===== config.mk =====
export PLATFORM = sky130hd
export DESIGN_NAME = bout_referee
export DESIGN_NICKNAME = d
export VERILOG_FILES = /design/src/rtl/bout_referee_pkg.sv /design/src/rtl/bout_referee_frame_timer.sv /design/src/rtl/bout_referee.sv
export SDC_FILE = /design/constraint.sdc
export NUM_CORES = 1
export LEC_CHECK = 0
export CAP_MARGIN = 20
export CORE_ASPECT_RATIO = 0.6
export CORE_MARGIN = 1.5
export CORE_UTILIZATION = 45
export CTS_BUF_LIST = sky130_fd_sc_hd__clkbuf_2 sky130_fd_sc_hd__clkbuf_4 sky130_fd_sc_hd__clkbuf_8
export DETAILED_ROUTE_END_ITERATION = 10
export GPL_TIMING_DRIVEN = 1
export SYNTH_ARGS = -nofsm -noshare
export SYNTH_HDL_FRONTEND = slang
export SYNTH_SLANG_ARGS = --single-unit

===== constraint.sdc =====
create_clock -name clk_pixel_in -period 5.2 [get_ports clk_pixel_in]
set_input_delay 1.3 -clock clk_pixel_in [delete_from_list [all_inputs] [get_ports clk_pixel_in]]
set_output_delay 1.3 -clock clk_pixel_in [all_outputs]
set_load 0.1 [all_outputs]

===== src/rtl/bout_referee_pkg.sv =====
// rtl/bout_referee_pkg.sv - phase and winner encodings shared by the bout referee
`timescale 1ns/1ps
package bout_referee_pkg;

    typedef enum logic [2:0] {
        IDLE       = 3'd0,
        COUNTDOWN  = 3'd1,
        FENCE      = 3'd2,
        HOLD       = 3'd3,
        MATCH_OVER = 3'd4
    } phase_t;

    localparam logic [1:0] WIN_NONE     = 2'b00;
    localparam logic [1:0] WIN_PLAYER   = 2'b01;
    localparam logic [1:0] WIN_OPPONENT = 2'b10;
    localparam logic [1:0] WIN_DRAW     = 2'b11;

    localparam logic [3:0] TOUCH_MAX = 4'd15;

    function automatic logic [3:0] sat_inc(input logic [3:0] v);
        return (v == TOUCH_MAX) ? v : v + 4'd1;
    endfunction

    function automatic logic [1:0] decide_winner(input logic [3:0] p, input logic [3:0] o);
        if (p > o) begin
            return WIN_PLAYER;
        end else if (o > p) begin
            return WIN_OPPONENT;
        end
        return WIN_DRAW;
    endfunction

endpackage


===== src/rtl/bout_referee_frame_timer.sv =====
// rtl/bout_referee_frame_timer.sv - loadable 16-bit frame down-counter with freeze and save/restore
`timescale 1ns/1ps
module frame_timer (
    input  logic        clk_i,
    input  logic        rst_n_i,
    input  logic        load_i,
    input  logic [15:0] load_val_i,
    input  logic        freeze_i,
    input  logic        tick_i,
    input  logic        save_i,
    input  logic        restore_i,
    output logic [15:0] value_o,
    output logic [15:0] value_next_o,
    output logic        is_zero_o
);

    logic [15:0] value_q;
    logic [15:0] value_d;
    logic [15:0] saved_q;

    // Load beats restore beats decrement; the counter parks at zero.
    always_comb begin
        value_d = value_q;
        if (load_i) begin
            value_d = load_val_i;
        end else if (restore_i) begin
            value_d = saved_q;
        end else if (tick_i && !freeze_i && (value_q != 16'd0)) begin
            value_d = value_q - 16'd1;
        end
    end

    always_ff @(posedge clk_i or negedge rst_n_i) begin
        if (!rst_n_i) begin
            value_q <= 16'd0;
            saved_q <= 16'd0;
        end else begin
            value_q <= value_d;
            if (save_i) begin
                saved_q <= value_d;
            end
        end
    end

    assign value_o      = value_q;
    assign value_next_o = value_d;
    assign is_zero_o    = (value_q == 16'd0);

endmodule


===== src/rtl/bout_referee.sv =====
// rtl/bout_referee.sv - bout sequencer: countdown, fencing, post-touch hold, touch scoring, winner
`timescale 1ns/1ps
module bout_referee
    import bout_referee_pkg::*;
#(
    parameter int COUNTDOWN_FRAMES = 180,
    parameter int HOLD_FRAMES      = 90,
    parameter int ROUND_FRAMES     = 5400,
    parameter int TOUCHES_TO_WIN   = 5
) (
    input  logic        clk_pixel_in,
    input  logic        rst_n_in,
    input  logic        new_frame_in,
    input  logic        start_in,
    input  logic        score_valid_in,
    input  logic        player_scored_in,
    input  logic        opponent_scored_in,
    output logic        fencing_enable_out,
    output logic        sync_req_out,
    output logic [2:0]  phase_out,
    output logic [3:0]  player_touches_out,
    output logic [3:0]  opponent_touches_out,
    output logic [15:0] frames_left_out,
    output logic [1:0]  winner_out,
    output logic        match_over_out
);

    localparam logic [15:0] CD_LOAD    = 16'(COUNTDOWN_FRAMES);
    localparam logic [15:0] HOLD_LOAD  = 16'(HOLD_FRAMES);
    localparam logic [15:0] ROUND_LOAD = 16'(ROUND_FRAMES);
    localparam logic [3:0]  WIN_COUNT  = 4'(TOUCHES_TO_WIN);
    localparam logic [3:0]  LAST_TOUCH = 4'(TOUCHES_TO_WIN - 1);

    // Reset asserts asynchronously and releases two clocks later.
    logic [1:0] rst_sync_q;
    logic       rst_core_n;

    always_ff @(posedge clk_pixel_in or negedge rst_n_in) begin
        if (!rst_n_in) begin
            rst_sync_q <= 2'b00;
        end else begin
            rst_sync_q <= {rst_sync_q[0], 1'b1};
        end
    end

    assign rst_core_n = rst_sync_q[1];

    phase_t      phase_q, phase_d;
    logic [3:0]  player_q, player_d;
    logic [3:0]  opp_q, opp_d;
    logic [1:0]  winner_q, winner_d;
    logic        sync_q, sync_d;
    logic [15:0] frames_q, frames_d;

    logic        aux_load, aux_freeze, aux_zero;
    logic [15:0] aux_load_val, aux_value, aux_next;
    logic        rnd_load, rnd_freeze, rnd_save, rnd_restore, rnd_zero;
    logic [15:0] rnd_value, rnd_next;

    logic aux_done, rnd_done, score_hit, annul;

    assign aux_done  = new_frame_in && (aux_zero || (aux_value == 16'd1));
    assign rnd_done  = new_frame_in && (rnd_zero || (rnd_value == 16'd1));
    assign score_hit = score_valid_in && (player_scored_in || opponent_scored_in);
    assign annul     = player_scored_in && opponent_scored_in &&
                       (player_q == LAST_TOUCH) && (opp_q == LAST_TOUCH);

    always_comb begin
        phase_d      = phase_q;
        player_d     = player_q;
        opp_d        = opp_q;
        winner_d     = winner_q;
        aux_load     = 1'b0;
        aux_load_val = CD_LOAD;
        rnd_load     = 1'b0;
        case (phase_q)
            IDLE, MATCH_OVER: begin
                if (start_in) begin
                    phase_d  = COUNTDOWN;
                    player_d = 4'd0;
                    opp_d    = 4'd0;
                    winner_d = WIN_NONE;
                    aux_load = 1'b1;
                end
            end
            COUNTDOWN: begin
                if (aux_done) begin
                    phase_d  = FENCE;
                    rnd_load = 1'b1;
                end
            end
            FENCE: begin
                if (score_valid_in && !annul) begin
                    if (player_scored_in) begin
                        player_d = sat_inc(player_q);
                    end
                    if (opponent_scored_in) begin
                        opp_d = sat_inc(opp_q);
                    end
                end
                // Clock expiry wins over the hold so a last-frame touch ends the bout directly.
                if (rnd_done) begin
                    phase_d = MATCH_OVER;
                end else if (score_hit) begin
                    phase_d      = HOLD;
                    aux_load     = 1'b1;
                    aux_load_val = HOLD_LOAD;
                end
            end
            HOLD: begin
                if (aux_done) begin
                    phase_d = ((player_q >= WIN_COUNT) || (opp_q >= WIN_COUNT)) ? MATCH_OVER : FENCE;
                end
            end
            default: phase_d = IDLE;
        endcase
        if ((phase_d == MATCH_OVER) && (phase_q != MATCH_OVER)) begin
            winner_d = decide_winner(player_d, opp_d);
        end
    end

    assign aux_freeze  = !((phase_q == COUNTDOWN) || (phase_q == HOLD));
    assign rnd_freeze  = (phase_q != FENCE);
    assign rnd_save    = (phase_q == FENCE) && (phase_d == HOLD);
    assign rnd_restore = (phase_q == HOLD) && (phase_d == FENCE);
    assign sync_d      = new_frame_in && (phase_q == FENCE);

    // Display follows the timer that will be active next cycle, so it never lags the counter.
    always_comb begin
        frames_d = 16'd0;
        case (phase_d)
            COUNTDOWN, HOLD: frames_d = aux_next;
            FENCE:           frames_d = rnd_next;
            default:         frames_d = 16'd0;
        endcase
    end

    frame_timer u_aux_timer (
        .clk_i        (clk_pixel_in),
        .rst_n_i      (rst_core_n),
        .load_i       (aux_load),
        .load_val_i   (aux_load_val),
        .freeze_i     (aux_freeze),
        .tick_i       (new_frame_in),
        .save_i       (1'b0),
        .restore_i    (1'b0),
        .value_o      (aux_value),
        .value_next_o (aux_next),
        .is_zero_o    (aux_zero)
    );

    frame_timer u_round_timer (
        .clk_i        (clk_pixel_in),
        .rst_n_i      (rst_core_n),
        .load_i       (rnd_load),
        .load_val_i   (ROUND_LOAD),
        .freeze_i     (rnd_freeze),
        .tick_i       (new_frame_in),
        .save_i       (rnd_save),
        .restore_i    (rnd_restore),
        .value_o      (rnd_value),
        .value_next_o (rnd_next),
        .is_zero_o    (rnd_zero)
    );

    always_ff @(posedge clk_pixel_in or negedge rst_core_n) begin
        if (!rst_core_n) begin
            phase_q  <= IDLE;
            player_q <= 4'd0;
            opp_q    <= 4'd0;
            winner_q <= WIN_NONE;
            sync_q   <= 1'b0;
            frames_q <= 16'd0;
        end else begin
            phase_q  <= phase_d;
            player_q <= player_d;
            opp_q    <= opp_d;
            winner_q <= winner_d;
            sync_q   <= sync_d;
            frames_q <= frames_d;
        end
    end

    assign phase_out            = phase_q;
    assign fencing_enable_out   = (phase_q == FENCE);
    assign match_over_out       = (phase_q == MATCH_OVER);
    assign sync_req_out         = sync_q;
    assign player_touches_out   = player_q;
    assign opponent_touches_out = opp_q;
    assign frames_left_out      = frames_q;
    assign winner_out           = winner_q;

endmodule


### Word level (Yosys, flattened, before mapping)

Cells that the tools add are included.
W data, S select, Z words.

| storage, ports and cells | value |
|---|---|
| bits in registers | 80 |
| bits in latches | 0 |
| memory bits (writable) | 0 |
| bits in read-only memories | 0 |
| input port bits | 7 |
| output and inout bits | 32 |
| logic and storage cells | 107 |
| memories | 0 |

| cells by class | value |
|---|---|
| add/sub/neg operators | 4 |
| $mul | 0 |
| divide/modulo/power cells | 0 |
| order comparisons | 4 |
| equality and inequality tests | 16 |
| shift-type cells | 0 |
| mux-type cells | 41 |
| bitwise gates (word level) | 0 |
| reductions and logical operators | 32 |

Operators with widths:

| cell | number |
|---|---|
| $mux W16 | 5 |
| $eq A16 B1 Y1 const B | 2 |
| $logic_not A16 Y1 | 2 |
| $mux W4 | 8 |
| $pmux W16 S2 | 1 |
| $reduce_bool A16 Y1 | 2 |
| $sub A16 B1 Y16 const B | 2 |
| $mux W8 | 3 |
| $mux W3 | 6 |
| $pmux W4 S2 | 2 |
| $logic_and A1 B1 Y1 | 15 |
| $eq A3 B2 Y1 const B | 4 |
| $mux W2 | 6 |
| $pmux W3 S4 | 1 |
| $add A4 B1 Y4 const B | 2 |
| $eq A4 B3 Y1 const B | 2 |
| $eq A4 B4 Y1 const B | 2 |
| $ge A4 B3 Y1 const B | 2 |
| $gt A4 B4 Y1 | 2 |
| $mux W1 | 8 |
| $eq A3 B1 Y1 const B | 2 |
| $eq A3 B3 Y1 const B | 2 |
| $logic_or A1 B1 Y1 | 5 |
| $reduce_bool A2 Y1 | 2 |
| other kinds (7) | 9 |

### Longest topological paths before layout

Gate-level depths: netlist of run 1.

| logic depth | value |
|---|---|
| word-level depth | 13 |
| mapped depth | 14 |
| gate-level depth less buffers | 14 |

### By module

From an unflattened synthesis of run 1, not the netlist that was laid out.

| second synthesis, totals | value |
|---|---|
| cells, all modules | 595 |
| area total of the unflattened synthesis | 5886.9 um2 |

Modules (own cells, without submodules):

| module | times used | cells each | area each (um2) | sequential area each (um2) |
|---|---|---|---|---|
| frame_timer | 2 | 209 | 1966.9 | 800.8 |
| bout_referee | 1 | 177 | 1953.1 | 800.8 |

### Worst setup path before layout of run 1

No wires, ideal clock.

| timing | value |
|---|---|
| kind | flip-flop to flip-flop |
| start | register phase_q[1] (netlist: phase_out[1]) |
| end | register winner_q[0] (netlist: winner_out[0]) |
| library setup time | 132 ps |
| data arrival time | 5354 ps |
| data required time | 5068 ps |
| path slack | -286 ps |
| stages on the path, launching flop included | 13 |
| buffers on the path | 0 |
| period minus slack after synthesis | 5486 ps |
| cells stage by stage | dfrtp_1 -> nor3b_1 -> o311a_1 -> and2_1 -> nand4_1 -> mux2i_1 -> nand2b_1 -> ha_1 -> nand3_1 -> o22ai_1 -> nor2_1 -> a41oi_1 -> o21ai_0 |

| between the ends | value |
|---|---|
| elaborated cells on any way between the ends | 28 |
| those cells by class | 2 x order compare; 6 x eq/ne; 14 x mux; 6 x reduce/logical |

RTL lines:

| element | RTL line | text |
|---|---|---|
| from (decl) | bout_referee.sv:48 | `phase_t phase_q, phase_d;` |
| from (signal assigned) | bout_referee.sv:175 | `phase_q <= phase_d;` |
| $eq A3 B2 Y1 * | - |  |
| net fencing_enable_out | bout_referee.sv:18 | `output logic fencing_enable_out,` |
| $pmux W4 S2 | bout_referee.sv:76 | `case (phase_q)` |
| $gt A4 B4 Y1 | bout_referee_pkg.sv:27 | `end else if (o > p) begin` |
| $mux W1 | bout_referee_pkg.sv:27 |  |
| $mux W1 | bout_referee_pkg.sv:25 | `if (p > o) begin` |
| $mux W1 | bout_referee.sv:117 | `if ((phase_d == MATCH_OVER) && (phase_q != MATCH_OVER)) begin` |
| $mux W2 | bout_referee_pkg.sv:30 | `return WIN_DRAW;` |
| $mux W2 | bout_referee.sv:117 |  |
| to (signal assigned) | bout_referee.sv:178 | `winner_q <= winner_d;` |
| to (decl) | bout_referee.sv:51 | `logic [1:0] winner_q, winner_d;` |

Mark *: on every way through the listed nets, which the timed path passes. The rest lies on a longest branch. The select of a mux whose other input is x is not followed.
A chain may end at the register's enable or synchronous reset.

### Worst setup path after layout of run 1

| timing | value |
|---|---|
| start | register phase_q[0] (netlist: phase_out[0]) |
| end | output port fencing_enable_out |

| between the ends | value |
|---|---|
| cells in the longest elaborated chain, start to end | 1 |

Ends and longest elaborated chain:

| element | RTL line | text |
|---|---|---|
| $eq A3 B2 Y1 | bout_referee.sv:185 | `assign fencing_enable_out = (phase_q == FENCE);` |
| to (decl) | bout_referee.sv:18 |  |

Every way passes these cells.

==> qor.csv, run 1 <==
metric,value,unit
Final ANT Viol Nets,0,
routability cong.,0.8996,
Die Area,10080,sq um
FF-to-FF path depth,6,
root buffer cell,clkbuf_8,
Final Slew Violations,0,
CTS tree,yes,
Post-synth ARST share,100.0,%
"Period Utilization, post-route",71.70,%
Fill cells,824,
critical path arrival,2.43,ns
n_diodes,0,
max incr delay on CP,1.20,ns
Hold WC Path Type,reg -> async,
Syn Area/Cell,9.746,sq um
unrepaired setup endpoints after global routing,false,
clk_lat worst skew,0.36,ns
Peak VDD IR,0.0004384,V
Levels on crit path,2,
Initial Util,46.35,%
DRT iter0 DRCs,311,
postcts setup bufs,0,
post-synthesis sequential area ratio,47.00,%
Leak Pwr,2.267,nW
"commonest non-fill, non-tap cell in the layout",dfrtp_1,
Critical-path top delay cell,clkdlybuf4s50_1,
final net count,500,
Clock Skew,0.01248,ns
drt wl/cell,18.61,um
total power per unit cell area,620.7,nW/um^2
Worst Tran Pin Value,0.9802,ns
setup violators final,0,
wire length of the first global-routing pass,18590,um
GR Overflow Total,0,
setup TNS,0,ns
Max Cap Viol,0,
Yosys cell types,63,
crit-path max FO,10,
critical path capture point type,primary output,
Std-Cell Rows,27,
main flop type after synthesis,dfrtp_1,
drt drc,0,
min cycle time layout,3.728,ns
CTS Buf Count,9,
reg2reg start,u_round_timer.value_o[4],
post-synthesis cell count,437,
CP Launch Type,register,
most frequent cells in the layout,"79 x dfrtp_1, 52 x nand2_1, 46 x nor2_1, 38 x clkdlybuf4s50_1, 20 x o21ai_0",
vias per cell,5.674,
"EDFF count, synth",0,
Slew HR,34.45,%
share of the synthesized area in the top cell type,47.00,%
clk slew on worst S/H paths,0.08,ns
fraction of layout cells with a size suffix above 1,9.524,%
status,"finished, final reports clean",
hold_ws,0.1902,ns
final wirelength,11410,um
worst setup path start,phase_out[0],
hpwl dp,8392,um
Post-CTS Hold Fix Bufs,0,
Top delay family on crit path,buffers and inverters,
CP Data Required Time,3.90,ns
initial antenna violation count,0,
Seq cells post-synth,80,
top post-synthesis cells by area,"dfrtp_1 47%, nand2_1 4.6%, ha_1 4.4%, nor2_1 4.1%, mux2i_1 3.8%",
CTS Buffer Depth,2,
chip height,78.36,um
Syn-to-layout area delta,17.30,%
Final Hold Violating Endpoints,0,
I/O pin cnt,39,
chip width,128.6,um
gr usage total,24.86,%
Synth area leader,dfrtp_1,
Max Freq,0.2682,GHz
critical path buffer and inverter count,1,
"Cell Chain, Critical Path",nor3b_2 > clkdlybuf4s50_1,
vias in the first global route,3386,
post-CTS sizing,0,
Core ar.,9189,sq um
first drt pass iteration count,5,
Syn Std Cell Area,4259,sq um
largest net degree at the start of global routing,79,
Num Clock Sinks,80,
via count,3478,
critical path class,reg -> out,
htree depth,3,
port bufs,38,
net count after synthesis,459,
synth warn,0,
[where the power goes]
| group | leakage (nW) | internal (mW) | switching (mW) |
|---|---|---|---|
| logic | 1.13 | 0.478 | 1.15 |
| registers | 1.04 | 0.830 | 0.204 |
| clock network | 0.102 | 0.212 | 0.226 |
[final cells by class]
| cell class | count | area (sq um) | share of cell area [%] |
|---|---|---|---|
| clock buffer | 12 | 165.2 | 3.306 |
| clock inverter | 4 | 27.53 | 0.5510 |
| inverter | 16 | 60.06 | 1.202 |
| multi-input combinational | 330 | 2152 | 43.08 |
| sequential | 80 | 2006 | 40.15 |
| tap | 130 | 162.7 | 3.256 |
| timing repair buffer | 41 | 422.9 | 8.465 |
[Yosys cell counts (all sizes together) (10+ instances only)]
master / number
a21oi: 10
dfrtp: 80
ha: 15
inv: 16
mux2i: 16
nand2: 52
nand3: 20
nor2: 47
nor3: 17
o21ai: 21
or4: 11
xnor2: 18
[sequential cells by signal, indices dropped and copies added (netlist names)]
| register | flops |
|---|---|
| u_round_timer.value_o | 16 |
| player_touches_out | 4 |
| opponent_touches_out | 4 |
| u_aux_timer.value_o | 16 |
| winner_out | 2 |
| u_round_timer.saved_q | 16 |
| sync_req_out | 1 |
| rst_sync_q | 2 |
| frames_left_out | 16 |
| phase_out | 3 |
[metrics by stage]
step                      util (%)  instance area, sq um  instances  worst slack [ns]  power, mW
final                        54.37                  4996        613             1.472      3.101
after global routing         54.37                  4996        613             1.411      3.295
after CTS                    54.07                  4969        612             1.460      3.098
after detailed placement     51.97                  4776        596             1.301      2.648
after global placement       51.97                  4776        596             1.385      2.634
after floorplan                  -                  4264        437            0.5432      2.223
[worst paths after layout]
| path | to | slack [ns] |
|---|---|---|
| worst max-delay path | fencing_enable_out | 1.47 |
| worst min-delay path | u_aux_timer.value_o[12] | 0.19 |
| worst max register to register | frames_left_out[9] | 2.10 |
| worst min register to register | u_aux_timer.value_o[12] | 0.19 |
| max in group asynchronous | rst_sync_q[1] | 3.98 |
| min in group clk_pixel_in | rst_sync_q[1] | 0.35 |
[logic make-up (layout without fill, tap and decap cells)]
| logic type | count (synthesis) | after routing | synth area share (%) |
|---|---|---|---|
| other | 1 | 1 | 0.08805 |
| buffers and inverters | 27 | 73 | 2.585 |
| adder cells (fa/ha/maj) | 15 | 15 | 4.407 |
| AND/OR/NAND/NOR | 203 | 203 | 25.62 |
| multiplexers | 19 | 19 | 4.553 |
| XOR/XNOR | 23 | 23 | 4.730 |
| flip-flops | 80 | 80 | 47.00 |
| AO/OA/AOI/OAI | 69 | 69 | 11.02 |
[per-layer routing]
layer	global-route usage, %	part of all wire (%)
met1	38.77	53
met2	32.42	38
met3	8.112	7.3
met4	6.404	0.96
met5	0	0
Note: power is estimated with default switching activity, not from simulation.
==> run 2: changes to the inputs <==
==> constraint.sdc (replaced) <==
create_clock -name clk_pixel_in -period 3.55 [get_ports clk_pixel_in]
set_input_delay 0.8875 -clock clk_pixel_in [delete_from_list [all_inputs] [get_ports clk_pixel_in]]
set_output_delay 0.8875 -clock clk_pixel_in [all_outputs]
set_load 0.1 [all_outputs]
==> run 2 against run 1 <==
  * Core utilization up 0.37 points
  * Register-to-register slack lost 1.5 ns
  * Sequential share of layout area is 0.19 points lower
  * Non-clock buffer count grew 9
  * Clock skew shrank 0.0018 ns
  * Via count increased by 1.6%
  * Final cell count grew 1.5%
  * Final area rose by 0.68%
  * Flip-flop and latch count did not move
  * Clock power is 62% higher
  * Critical endpoint is now winner_out[0]
==> qor.csv, run 2 (synthesis results as in run 1) <==
metric,value,unit,change
status,"finished, final reports clean",,
Peak VDD IR,0.0004779,V,+9.0%
Core ar.,9189,sq um,unchanged
reg2reg setup slack,0.57,ns,-1.53 ns
pre-CTS setup slack,-0.01736,ns,-1.318 ns
vias per cell,5.683,,+0.17%
gr usage total,25.19,%,+0.33 points
CTS Buffer Depth,2,,unchanged
routability cong.,0.8810,,-2.1%
n_diodes,0,,unchanged
Final Cell Area,5030,sq um,+0.68%
Max Freq,0.3101,GHz,
CP Data Required Time,3.79,ns,-0.11 ns
Max Cap Viol,0,,unchanged
worst r2r dst,winner_out[0],,
CTS Buf Count,9,,unchanged
"most used cell, CP",nand4_1,,
Hold WC Path Type,reg -> async,,
Final Slew Violations,0,,unchanged
"commonest non-fill, non-tap cell in the layout",dfrtp_1,,
Critical-path top delay cell,clkdlybuf4s50_1,,
htree depth,3,,unchanged
Num Clock Sinks,80,,unchanged
final wirelength,11490,um,+0.71%
GR Overflow Total,0,,unchanged
total power per unit cell area,918.2,nW/um^2,+48%
min cycle time layout,3.224,ns,
critical path capture point type,register,,
postcts setup bufs,0,,unchanged
Initial Util,46.35,%,unchanged
Post-CTS Hold Fix Bufs,0,,unchanged
root buffer cell,clkbuf_8,,
via count,3535,,+1.6%
reg2reg start,player_touches_out[1],,
Clock Skew,0.01066,ns,-0.001819 ns
Worst Tran Pin Value,0.7073,ns,-0.2728 ns
setup violators final,0,,unchanged
crit-path max FO,4,,-6
clk slew on worst S/H paths,0.08,ns,about the same
"Cell Chain, Critical Path",clkdlybuf4s50_1 > nand4_1 > o311a_1 > and2_1 > nand4_1 > nor3_1 > a211oi_1 > ha_1 > nand3_1 > o22ai_1 > nor2_1 > a41oi_1 > o21ai_0,,
chip width,128.6,um,unchanged
Leak Pwr,2.374,nW,+4.7%
critical path class,in -> reg,,
DRT iter0 DRCs,273,,-12%
Final ANT Viol Nets,0,,unchanged
Die Area,10080,sq um,unchanged
setup ws final,0.3255,ns,-1.146 ns
chip height,78.36,um,unchanged
DP Area,4791,sq um,+0.31%
Syn-to-layout area delta,18.10,%,
critical path arrival,3.46,ns,+1.03 ns
CTS tree,yes,,
first drt pass iteration count,4,,-1
drt wl/cell,18.47,um,-0.75%
Final Hold Violating Endpoints,0,,unchanged
"Period Utilization, post-route",90.83,%,
unrepaired setup endpoints after global routing,false,,
final net count,509,,+1.8%
clk_lat worst skew,0.36,ns,about the same
initial antenna violation count,0,,unchanged
port bufs,38,,unchanged
fraction of layout cells with a size suffix above 1,18.50,%,+9.0 points
largest net degree at the start of global routing,79,,unchanged
drt drc,0,,unchanged
FF-to-FF path depth,14,,+8
CP Launch Type,input pin,,
I/O pin cnt,39,,unchanged
hpwl dp,8491,um,+1.2%
post-CTS sizing,0,,unchanged
Std-Cell Rows,27,,unchanged
wire length of the first global-routing pass,18770,um,+1.0%
vias in the first global route,3364,,-0.65%
max incr delay on CP,0.50,ns,-0.70 ns
Slew HR,52.45,%,+18 points
most frequent cells in the layout,"76 x dfrtp_1, 52 x nand2_1, 46 x nor2_1, 42 x buf_4, 20 x o21ai_0",,
run 2: cell count changes in the layout (fill, tap and decap cells not counted), moves of 2 or more:
| cell | previous run | this run |
|---|---|---|
| buf_4 | 2 | 42 |
| clkbuf_4 | 0 | 3 |
| clkdlybuf4s50_1 | 38 | 6 |
| clkinv_2 | 2 | 0 |
| clkinv_4 | 2 | 0 |
| dfrtp_1 | 79 | 76 |
| dfrtp_2 | 0 | 3 |
run 2: power breakdown:
group / internal [mW] / total (mW) / switching (mW)
combinational: 0.686 / 2.39 / 1.70
clock: 0.388 / 0.710 / 0.323
sequential: 1.22 / 1.52 / 0.303
run 2: worst max path at each step:
stage,slack [ns],startpoint,end
floorplan,-0.13,phase_out[0],winner_out[0]
global placement,0.14,player_scored_in,winner_out[0]
detailed placement,-0.02,player_scored_in,winner_out[0]
CTS,0.38,player_scored_in,winner_out[0]
global route,0.15,player_scored_in,winner_out[0]
finish,0.33,player_scored_in,winner_out[0]
run 2: critical path: cells and delay by family:
family	cells	cell delay [ns]
AND/OR/NAND/NOR	6	0.64
adder cells (fa/ha/maj)	1	0.24
buffers and inverters	1	0.50
AO/OA/AOI/OAI	5	1.19
run 2: cell type report:
cell class | count | area [sq um]
Fill cell | 856 | 4159
Clock buffer | 14 | 173.9
Inverter | 16 | 60.06
Multi-Input combinational cell | 330 | 2163
Timing Repair Buffer | 50 | 422.9
Sequential cell | 80 | 2009
Tap cell | 130 | 162.7
Clock inverter | 2 | 37.54
run 2: routing by layer:
metal / track usage [%] / wire [um] / up-vias
met2: 31.51 / 4347 / 117
li1: - / - / 1671
met4: 7.865 / 243 / 0
met3: 7.635 / 787 / 25
met1: 40.19 / 6109 / 1722
met5: 0 / 0 / -
run 2: metrics by stage:
| step | hold slack (ns) | setup TNS (ns) | cells | total power, mW | utilization [%] |
|---|---|---|---|---|---|
| final | 0.1835 | 0 | 622 | 4.618 | 54.74 |
| after global routing | 0.2049 | 0 | 622 | 4.892 | 54.74 |
| after CTS | 0.3712 | 0 | 621 | 4.612 | 54.44 |
| after detailed placement | 0.3530 | -0.01736 | 605 | 3.876 | 52.14 |
| after global placement | 0.3351 | 0 | 605 | 3.848 | 52.14 |
| after floorplan | 0.3312 | -0.1288 | 437 | 3.262 | - |
==> run 3: changes to the inputs <==
--- a/config.mk
+++ b/config.mk
@@ -12,6 +12,7 @@
 export CTS_BUF_LIST = sky130_fd_sc_hd__clkbuf_2 sky130_fd_sc_hd__clkbuf_4 sky130_fd_sc_hd__clkbuf_8
 export DETAILED_ROUTE_END_ITERATION = 10
 export GPL_TIMING_DRIVEN = 1
+export SETUP_SLACK_MARGIN = 0.5
 export SYNTH_ARGS = -nofsm -noshare
 export SYNTH_HDL_FRONTEND = slang
 export SYNTH_SLANG_ARGS = --single-unit
==> constraint.sdc (replaced) <==
create_clock -name clk_pixel_in -period 3.43 [get_ports clk_pixel_in]
set_input_delay 0.8575 -clock clk_pixel_in [delete_from_list [all_inputs] [get_ports clk_pixel_in]]
set_output_delay 0.8575 -clock clk_pixel_in [all_outputs]
set_load 0.1 [all_outputs]
==> run 3 against run 2 <==
  * Combinational power grew 5%
  * Global-route usage fell by 0.45 points
  * Flip-flop and latch count stayed put
  * Largest power group unchanged
  * Final cell count is 0.48% higher
  * Critical endpoint is now frames_left_out[15]
  * Wire length decreased by 0.18%
  * Register-to-register slack improved by 0.12 ns
==> qor.csv, run 3 (synthesis results as in run 1) <==
metric,value,unit,change
crit-path max FO,14,,+10
port bufs,38,,unchanged
Std-Cell Rows,27,,unchanged
status,"finished, final reports clean",,
critical path class,in -> reg,,
vias per cell,5.632,,-0.90%
final net count,512,,+0.59%
Syn-to-layout area delta,19.54,%,
Final Slew Violations,0,,unchanged
CP Data Required Time,3.71,ns,-0.08 ns
"Period Utilization, post-route",83.22,%,
drt wl/cell,18.35,um,-0.66%
CTS Buf Count,9,,unchanged
min cycle time layout,2.854,ns,
largest net degree at the start of global routing,79,,unchanged
n_diodes,0,,unchanged
gr usage total,24.73,%,-0.45 points
Hold WC Path Type,reg -> async,,
clk slew on worst S/H paths,0.08,ns,about the same
unrepaired setup endpoints after global routing,false,,
Core ar.,9189,sq um,unchanged
Max Cap Viol,0,,unchanged
CTS Buffer Depth,2,,unchanged
first drt pass iteration count,5,,+1
"commonest non-fill, non-tap cell in the layout",dfrtp_1,,
Post-CTS Hold Fix Bufs,0,,unchanged
Slew HR,56.01,%,+3.6 points
Post-Route Utilization,55.41,%,+0.67 points
critical path capture point type,register,,
drt drc,0,,unchanged
clk_lat worst skew,0.36,ns,about the same
htree depth,3,,unchanged
chip width,128.6,um,unchanged
hpwl dp,8542,um,+0.60%
Worst Tran Pin Value,0.6545,ns,-0.05286 ns
wire length of the first global-routing pass,18550,um,-1.2%
Initial Util,46.35,%,unchanged
placed cells,607,,+0.33%
Num Clock Sinks,80,,unchanged
CTS tree,yes,,
Layout Cells excl Fill,625,,+0.48%
Fill cells,843,,-1.5%
routability cong.,0.8872,,+0.70%
max incr delay on CP,0.59,ns,+0.09 ns
root buffer cell,clkbuf_8,,
setup violators final,0,,unchanged
Clock Skew,0.006334,ns,-0.004327 ns
most frequent cells in the layout,"76 x dfrtp_1, 51 x nand2_1, 46 x buf_4, 45 x nor2_1",,
hold_ws,0.1428,ns,-0.04070 ns
Final Cell Area,5091,sq um,+1.2%
"Cell Chain, Critical Path",clkdlybuf4s50_1 > o21ai_0 > nand3b_1 > o21ba_4 > nor4_2 > nand3_2 > buf_4 > o22ai_1,,
total power per unit cell area,939.5,nW/um^2,+2.3%
I/O pin cnt,39,,unchanged
Final Hold Violating Endpoints,0,,unchanged
critical path arrival,3.13,ns,-0.33 ns
DRT iter0 DRCs,316,,+16%
vias in the first global route,3354,,-0.30%
Die Area,10080,sq um,unchanged
setup ws final,0.5756,ns,+0.2501 ns
CP Launch Type,input pin,,
pre-CTS setup slack,-0.05320,ns,-0.03583 ns
setup TNS,0,ns,unchanged
GR Overflow Total,0,,unchanged
Max Freq,0.3503,GHz,
chip height,78.36,um,unchanged
final wirelength,11470,um,-0.18%
DP Area,4802,sq um,+0.24%
initial antenna violation count,0,,unchanged
post-layout power,4.783,mW,+3.6%
Leak Pwr,2.380,nW,+0.27%
Final ANT Viol Nets,0,,unchanged
Critical-path top delay cell,clkdlybuf4s50_1,,
via count,3520,,-0.42%
Peak VDD IR,0.0008842,V,+85%
fraction of layout cells with a size suffix above 1,21.21,%,+2.7 points
-- run 3: power breakdown --
group / internal, mW / total, mW / leakage, nW / switching, mW
logic: 0.742 / 2.51 / 1.26 / 1.77
clock network: 0.336 / 0.692 / 0.0916 / 0.357
registers: 1.26 / 1.58 / 1.03 / 0.317
total: 2.34 / 4.78 / 2.38 / 2.45
-- run 3: layout make-up --
class,count,area (sq um),share of cell area [%]
multi-input combinational,330,2233,43.87
sequential,80,2009,39.47
clock buffer,9,123.9,2.433
timing repair buffer,53,430.4,8.454
tap,130,162.7,3.195
clock inverter,7,71.32,1.401
inverter,16,60.06,1.180
-- run 3: path summary, 6_finish.rpt --
path	from	endpoint	slack, ns	cells after the start
worst max-delay path	new_frame_in	frames_left_out[15]	0.58	8
worst min-delay path	rst_sync_q[1]	u_aux_timer.value_o[10]	0.14	0
worst max register to register	player_touches_out[0]	winner_out[0]	0.69	14
worst min register to register	rst_sync_q[1]	u_aux_timer.value_o[10]	0.14	0
max in group asynchronous	rst_n_in	rst_sync_q[1]	2.64	1
min in group clk_pixel_in	rst_sync_q[0]	rst_sync_q[1]	0.35	0
-- run 3: what timing repair did --
action / in CTS / in global routing
pin swaps: 7 / 1
buffers inserted: 1 / 0
cloned: 0 / 0
resized for setup: 7 / 5
setup endpoints to repair: 2 / 3
-- run 3: per-layer routing --
layer	GRT usage (%)	up-vias	routed length (um)
li1	-	1670	-
met1	39.56	1745	6135
met2	33.06	98	4518
met3	6.339	7	734
met4	4.944	0	80
met5	0	-	0
-- run 3: worst max-delay path, delay by kind of cell --
family                 cells  cell delay (ns)
AO/OA/AOI/OAI              3             0.72
buffers and inverters      2             0.80
AND/OR/NAND/NOR            3             0.74
